## src/rtl/cm_link_pkg.sv

```systemverilog
// rtl/cm_link_pkg.sv - shared constants and types for the complex-multiply output link
//
// Purpose: frame geometry, default header byte, FSM state type and the
// byte-select helper used by the output serializer.
package cm_link_pkg;

  localparam logic [7:0] HEADER_DEFAULT   = 8'hA5;
  localparam int         NUM_WORDS        = 6;
  localparam int         BYTES_PER_WORD   = 2;
  localparam int         DATA_BYTES       = NUM_WORDS * BYTES_PER_WORD;
  localparam int         FRAME_LEN_CSUM   = DATA_BYTES + 2;
  localparam int         FRAME_LEN_NOCSUM = DATA_BYTES + 1;
  localparam logic [3:0] LAST_DATA_IDX    = 4'(DATA_BYTES - 1);

  typedef enum logic [1:0] {
    IDLE = 2'd0,
    HDR  = 2'd1,
    DATA = 2'd2,
    CSUM = 2'd3
  } cm_state_e;

  // Words are packed with out1_real in the low bits, so byte i of the
  // frame payload is simply bits [8*i +: 8] (LSB byte of each word first).
  function automatic logic [7:0] payload_byte(input logic [8*DATA_BYTES-1:0] words,
                                              input logic [3:0]              idx);
    return words[{idx, 3'b000} +: 8];
  endfunction

endpackage

```

## src/rtl/cm_out_serializer.sv

```systemverilog
// rtl/cm_out_serializer.sv - byte framer for the complex-multiply results
//
// Purpose: latches six 16-bit results on capture and streams
//   HEADER, 12 payload bytes (LSB first per word), optional XOR checksum
// over an 8-bit valid/ready port. All outputs are registered.
//
// Ports:
//   CLK, reset                 clock, asynchronous active-high reset
//   capture                    one-cycle strobe latching the six words
//   out{1,2,3}_{real,img}      16-bit results from the core
//   tx_data/tx_valid/tx_ready  byte stream towards the pins
//   busy                       frame in progress
//   frame_done                 pulse the cycle after the final accept
//   overrun / ovr_clr          sticky dropped-capture flag and its clear
module cm_out_serializer
  import cm_link_pkg::*;
#(
  parameter logic [7:0] HEADER  = HEADER_DEFAULT,
  parameter bit         CSUM_EN = 1'b1
) (
  input  logic        CLK,
  input  logic        reset,
  input  logic        capture,
  input  logic [15:0] out1_real,
  input  logic [15:0] out1_img,
  input  logic [15:0] out2_real,
  input  logic [15:0] out2_img,
  input  logic [15:0] out3_real,
  input  logic [15:0] out3_img,
  output logic [7:0]  tx_data,
  output logic        tx_valid,
  input  logic        tx_ready,
  output logic        busy,
  output logic        frame_done,
  output logic        overrun,
  input  logic        ovr_clr
);

  localparam int CAP_W = 8 * DATA_BYTES;

  cm_state_e        state_q, state_d;
  logic [3:0]       idx_q, idx_d;
  logic [7:0]       acc_q, acc_d;
  logic [CAP_W-1:0] cap_q, cap_d;
  logic [7:0]       tx_data_q, tx_data_d;
  logic             tx_valid_q, tx_valid_d;
  logic             busy_q, busy_d;
  logic             frame_done_q, frame_done_d;
  logic             overrun_q, overrun_d;

  logic             accept;
  logic             frame_end;
  logic             cap_ok;
  logic [7:0]       acc_next;

  assign accept   = tx_valid_q & tx_ready;
  assign acc_next = acc_q ^ tx_data_q;

  always_comb begin
    state_d      = state_q;
    idx_d        = idx_q;
    acc_d        = acc_q;
    cap_d        = cap_q;
    tx_data_d    = tx_data_q;
    tx_valid_d   = tx_valid_q;
    busy_d       = busy_q;
    frame_done_d = 1'b0;
    overrun_d    = overrun_q;
    frame_end    = 1'b0;

    // The next byte is prepared in the accept cycle so tx_data stays a
    // pure register and holds untouched while the sink stalls.
    case (state_q)
      IDLE: ;
      HDR: begin
        if (accept) begin
          state_d   = DATA;
          idx_d     = 4'd0;
          acc_d     = 8'd0;
          tx_data_d = payload_byte(cap_q, 4'd0);
        end
      end
      DATA: begin
        if (accept) begin
          acc_d = acc_next;
          if (idx_q == LAST_DATA_IDX) begin
            if (CSUM_EN) begin
              state_d   = CSUM;
              tx_data_d = acc_next;
            end else begin
              frame_end = 1'b1;
            end
          end else begin
            idx_d     = 4'(idx_q + 4'd1);
            tx_data_d = payload_byte(cap_q, 4'(idx_q + 4'd1));
          end
        end
      end
      CSUM: begin
        if (accept) begin
          frame_end = 1'b1;
        end
      end
      default: state_d = IDLE;
    endcase

    if (frame_end) begin
      frame_done_d = 1'b1;
      state_d      = IDLE;
      idx_d        = 4'd0;
      tx_data_d    = 8'd0;
      tx_valid_d   = 1'b0;
      busy_d       = 1'b0;
    end

    // A capture landing on the final accept starts the next frame with
    // no idle gap; anywhere else mid-frame it is dropped.
    cap_ok = capture & ((state_q == IDLE) | frame_end);
    if (cap_ok) begin
      state_d    = HDR;
      idx_d      = 4'd0;
      cap_d      = {out3_img, out3_real, out2_img, out2_real, out1_img, out1_real};
      tx_data_d  = HEADER;
      tx_valid_d = 1'b1;
      busy_d     = 1'b1;
    end

    // Set has priority over clear so a drop is never lost.
    if (ovr_clr) overrun_d = 1'b0;
    if (capture & ~cap_ok) overrun_d = 1'b1;
  end

  always_ff @(posedge CLK or posedge reset) begin
    if (reset) begin
      state_q      <= IDLE;
      idx_q        <= 4'd0;
      acc_q        <= 8'd0;
      cap_q        <= '0;
      tx_data_q    <= 8'd0;
      tx_valid_q   <= 1'b0;
      busy_q       <= 1'b0;
      frame_done_q <= 1'b0;
      overrun_q    <= 1'b0;
    end else begin
      state_q      <= state_d;
      idx_q        <= idx_d;
      acc_q        <= acc_d;
      cap_q        <= cap_d;
      tx_data_q    <= tx_data_d;
      tx_valid_q   <= tx_valid_d;
      busy_q       <= busy_d;
      frame_done_q <= frame_done_d;
      overrun_q    <= overrun_d;
    end
  end

  assign tx_data    = tx_data_q;
  assign tx_valid   = tx_valid_q;
  assign busy       = busy_q;
  assign frame_done = frame_done_q;
  assign overrun    = overrun_q;

endmodule

```

## config.mk

```make
export PLATFORM = sky130hd
export DESIGN_NAME = cm_out_serializer
export DESIGN_NICKNAME = d
export VERILOG_FILES = /design/src/rtl/cm_link_pkg.sv /design/src/rtl/cm_out_serializer.sv
export SDC_FILE = /design/constraint.sdc
export NUM_CORES = 1
export LEC_CHECK = 0
export BUFFER_PORTS_ARGS = -buffer_cell sky130_fd_sc_hd__buf_2
export CORE_UTILIZATION = 47
export DETAILED_ROUTE_END_ITERATION = 8
export PLACE_DENSITY = 0.7
export RECOVER_POWER = 50
export SYNTH_ARGS = -nofsm -noshare
export SYNTH_HDL_FRONTEND = slang
export SYNTH_SLANG_ARGS = --single-unit
```

## constraint.sdc

```tcl
create_clock -name CLK -period 4.2 [get_ports CLK]
set_clock_uncertainty 0.2 [all_clocks]
set_input_delay 0.42 -clock CLK [delete_from_list [all_inputs] [get_ports CLK]]
set_output_delay 0.42 -clock CLK [all_outputs]
set_load 0.02 [all_outputs]
```

After elaboration in Yosys (flattened, before gate mapping):

Cells that the tools add are included.

* register bits after elaboration: 121
* bits of input ports: 101
* output and inout bits: 12
* word-level logic and storage cells: 63

* $add $sub $neg: 1
* equal/unequal tests: 10
* shift operators: 1
* mux-type cells: 28
* bitwise operators: 6
* reduce and logical (&&, ||, !) cells: 9

Operators with widths (count)
* $shiftx 96x8->8: 1
* $mux 8: 7
* $pmux 8 s2: 2
* $mux 4: 5
* $ne 4x4->1 const B: 4
* $mux 2: 5
* $pmux 4 s2: 1
* $reduce_and 4->1: 2
* $xor 8x8->8: 1
* $mux 1: 7
* $reduce_and 3->1: 2
* $reduce_bool 2->1: 3
* $add 4x1->4 const B: 1
* $eq 2x2->1 const B: 2
* $eq 4x4->1 const B: 1
* $ne 2x2->1 const B: 2
* $pmux 2 s2: 1
* $reduce_bool 4->1: 1
* $and 1x1->1: 3
* $eq 2x1->1 const B: 1
* $logic_not 2->1: 1
* $not 1->1: 1
* $or 1x1->1: 1

Longest topological paths before layout:

* word-level depth: 8
* gate-level depth with buffers: 8

Worst setup path after synthesis:

Ideal clock, no wire load.

* kind: register to register
* from: register idx_q[1]
* to: register tx_data_q[1], in the netlist tx_data[1]
* setup time: 0.145 ns
* arrival: 1.972 ns
* required time: 3.855 ns
* path slack: 1.882 ns
* cell stages (with the launch flop): 9
* buffers on the path: 2
* cells stage by stage: dfrtp_1 > ha_1 > buf_4 > buf_4 > mux4_2 > mux2i_1 > o221ai_1 > a21oi_1 > a211oi_1

* longest elaborated chain between the ends: 7

Ends and longest elaborated chain
* from (decl): RTL line cm_out_serializer.sv:42 `logic [3:0] idx_q, idx_d;`
* from (signal assigned): RTL line cm_out_serializer.sv:146 `idx_q <= idx_d;`
* $add 4x1->4: RTL line cm_out_serializer.sv:95 `tx_data_d = payload_byte(cap_q, 4'(idx_q + 4'd1));`
* $shiftx 96x8->8: RTL line cm_link_pkg.sv:26 `return words[{idx, 3'b000} +: 8];`
* $mux 8 (*): RTL line cm_out_serializer.sv:86 `if (idx_q == LAST_DATA_IDX) begin`
* $mux 8 (*): RTL line cm_out_serializer.sv:84 `if (accept) begin`
* $pmux 8 s2 (*): RTL line cm_out_serializer.sv:73 `case (state_q)`
* $mux 8 (*): RTL line cm_out_serializer.sv:107 `if (frame_end) begin`
* $mux 8 (*): RTL line cm_out_serializer.sv:119 `if (cap_ok) begin`
* to (signal assigned): RTL line cm_out_serializer.sv:149 `tx_data_q <= tx_data_d;`
* to (decl): RTL line cm_out_serializer.sv:45 `logic [7:0] tx_data_q, tx_data_d;`

Every way passes the cells marked *; elsewhere a longest branch is shown, timed or not. The select of a mux whose other input is x is not followed.
A chain may end at the register's enable or synchronous reset.

Worst setup path in the final report:

* from: register state_q[0]
* to: register tx_data_q[3], in the netlist tx_data[3]

* longest elaborated chain between the ends: 6

Ends and longest elaborated chain
* from (decl): RTL line cm_out_serializer.sv:41 `cm_state_e state_q, state_d;`
* from (signal assigned): RTL line cm_out_serializer.sv:145 `state_q <= state_d;`
* $eq 2x2->1: RTL line cm_out_serializer.sv:73
* $mux 1
* $or 1x1->1: RTL line cm_out_serializer.sv:118 `cap_ok = capture & ((state_q == IDLE) | frame_end);`
* $and 1x1->1: RTL line cm_out_serializer.sv:118
* $ne 4x4->1 (no line) / $reduce_bool 4->1 (equally long branches)
* $reduce_and 3->1 (no line)

Several ways; a longest one is shown, not always the timed one.

==> summary.md <==
| Metric | Value |
|---|---|
| Post-route DRC | 0 |
| Leak Pwr | 3.51 nW |
| Initial antenna violation count | 0 |
| Site Rows | 40 |
| Die area | 12700 um^2 |
| Peak supply drop | 0.309 mV |
| FF+latch count, synth | 121 |
| Clk root buf | clkbuf_16 |
| Router iterations before antenna repair | 4 |
| Worst endpoint required time | 4.31 ns |
| Hold Crit Class | in2reg |
| Worst Tran Pin Value | 2.97 ns |
| H-Tree Depth | 4 |
| Critical path type | reg2reg |
| Post-synthesis average cell area | 13.8 um^2 |
| Post-Layout Inst Area | 7030 um^2 |
| Power density over the cells | 389 nW/um^2 |
| CP Data Arrival Time | 3.00 ns |
| Layout area overhead | 22.4% |
| DRT Wirelength | 13400 um |
| All-Layer GR Usage | 0.229 |
| Final period util | 0.689 |
| Die Span Y | 113 um |
| Post-synth EDFFs | 0 |
| Rel. slew slack | -0.994 |
| Worst R2R Start | state_q[0] |
| Hpwl dp | 9450 um |
| Detail Route met3 WL | 604 um |
| Outcome | finished with violations |
| Total gr overflow | 0 |
| Antenna Cells | 0 |
| Fin crit period | 2.89 ns |
| Final TNS setup | 0 ns |
| Post-DR vias/cell | 5.68 |
| Post-Syn Area | 5740 um^2 |
| Clock insertion delay at the later pin of the skew report | 0.41 ns |
| Wire length on met1 | 5670 um |
| Final hold viol count | 0 |
| # IOs | 113 |
| Fraction of registers with async set or reset after synthesis | 1.00 |
| First-pass GRT wire length | 21400 um |
| TritonCTS Sinks | 121 |
| Hold Startpoint | out1_real[4] |
| Port-buffer cells | 112 |
| Layout net count | 633 |
| Starting Density | 0.480 |
| Vias after detailed routing | 3902 |
| Wire per inst | 19.4 um |
| Seq/Total Area, Yosys | 0.527 |
| Dpl cell area | 6420 um^2 |
| Final setup violating endpoints | 0 |
| Slew Limit Fails | 69 |
| CP Launch Type | flop |
| CTS tree | yes |
| Mapped Cells | 415 |
| Core area | 12000 um^2 |
| Max cap viols | 1 |
| Yosys warning total | 0 |
| Cts bufs inserted | 17 |
| Met2 wire len | 6720 um |
| Vias in the first global route | 4032 |
| Worst Setup SP | state_q[0] |
| Max Used Layer | met4 |
| Post-cts resize count | 0 |
| Setup crit end kind | flop |
| Layout cells sized above 1 | 0.502 |
| Maximum buffer depth of the clock tree | 2 |
| Syn nets | 521 |
| Post-route ant nets | 0 |
| Main flop type after synthesis | dfrtp_1 |
| DR iter-0 viols | 304 |
| Die width | 113 um |
| Failing checks | max-capacitance violations, max-slew violations |
| Max FO, Critical Path | 23 |
| Distinct cells, synth | 35 |
| Postcts setup bufs | 0 |
| Highest Clock Rate | 346 MHz |
| RSZ-0062 raised after global routing | no |
| Worst-path clk slew | 0.06 ns |
| Largest net degree at the start of global routing | 88 |
| Final Wtd Congestion | 0.795 |
[layout make-up]
class	instances	area (um^2)
Fill cell	965	4930
Sequential cell	121	3030
Multi-Input combinational cell	249	2520
Timing Repair Buffer	119	618
Clock buffer	21	460
Tap cell	147	184
Clock inverter	11	145
Inverter	19	72.6
[timing repair]
item / 4_1_cts / 5_1_grt
hold buffers: 1 / 0
hold endpoints to repair: 1 / 0
setup endpoints to repair: 0 / 0
[metrics by stage]
step,setup WS (ns),power (mW),util,std cells,hold slack (ns)
4_1_cts,1.32,2.76,0.588,687,0.0123
6_report,1.31,2.73,0.588,687,0.0334
3_5_place_dp,1.33,1.27,0.537,654,0.288
5_1_grt,0.863,2.82,0.588,687,0.0201
2_1_floorplan,0.366,1.21,-,415,0.274
3_3_place_gp,1.45,1.27,0.537,654,0.283
[kinds of logic (layout without fill, tap and decap cells)]
group                    count (synthesis)  in the layout  synth area share
multiplexers                           128            128             0.296
AND/OR/NAND/NOR                         45             45            0.0394
XOR/XNOR                                10             10            0.0185
buffers and inverters                   45            170            0.0351
adder cells (fa/ha/maj)                  5              5            0.0109
flip-flops                             121            121             0.527
AO/OA/AOI/OAI                           61             61            0.0723
[metal layers]
layer,GRT usage,vias to the layer above
met5,0,-
met4,0.104,0
met3,0.0621,24
met2,0.374,125
met1,0.286,1988
li1,-,1765
[sequential cells by signal, summed over array words and instances, names as in the netlist]
| register | flops |
|---|---|
| idx_q | 4 |
| cap_q | 96 |
| busy | 1 |
| frame_done | 1 |
| state_q | 2 |
| acc_q | 8 |
| tx_data | 8 |
| overrun | 1 |
[worst paths after layout]
kind                              endpoint  slack, ns  cells past startpoint
worst max-delay path            tx_data[3]       1.31                      6
worst min-delay path              cap_q[4]       0.03                      2
worst max register to register  tx_data[3]       1.31                      6
worst min register to register   cap_q[35]       0.30                      1
max in group asynchronous         acc_q[4]       1.41                      3
min in group asynchronous        cap_q[92]       0.66                      2
[worst max-delay path, cell delays in order, from the launching register on]
cell and delay [ns]:
dfrtp_1 0.40, inv_1 0.11, ha_1 0.69, nand2_1 0.11, o32ai_1 0.78, a21oi_1 0.16, a211oi_1 0.33
[cells in the final DEF, fill, tap and decap left out, types with 2 or more instances in the layout]
master,synthesis,final
a211oi_1,4,4
a21oi_1,6,6
a221oi_1,4,4
a22o_1,10,10
a31oi_1,5,5
buf_2,17,108
buf_4,3,3
bufinv_16,0,3
clkbuf_1,6,6
clkbuf_16,0,17
clkbuf_2,0,2
clkbuf_8,0,2
clkinv_2,0,3
clkinvlp_4,0,3
dfrtp_1,121,121
ha_1,5,5
inv_1,19,18
mux2_2,96,96
mux2i_1,8,8
mux4_2,24,24
nand2_1,14,14
nand3_1,7,7
nand4_1,8,8
nor2_1,7,7
o21ai_0,20,20
o221ai_1,4,4
o32ai_1,2,2
or2_2,4,4
xor2_1,9,9
[cells in the mapped netlist (8+ instances only)]
cell type  instances  area (um^2)
a22o_1            10         87.6
xor2_1             9         78.8
nand4_1            8         50.1
inv_1             19         71.3
mux4_2            24          541
buf_2             17         85.1
mux2_2            96         1080
o21ai_0           20          100
nand2_1           14         52.6
dfrtp_1          121         3030
mux2i_1            8         80.1
[where the power goes]
| part | leakage, nW | internal [mW] | switching, mW |
|---|---|---|---|
| logic | 1.54 | 0.0354 | 0.0428 |
| registers | 1.68 | 1.17 | 0.000327 |
| clock network | 0.289 | 0.963 | 0.522 |
| total | 3.51 | 2.17 | 0.565 |
Power figures use the tool's default switching activity.
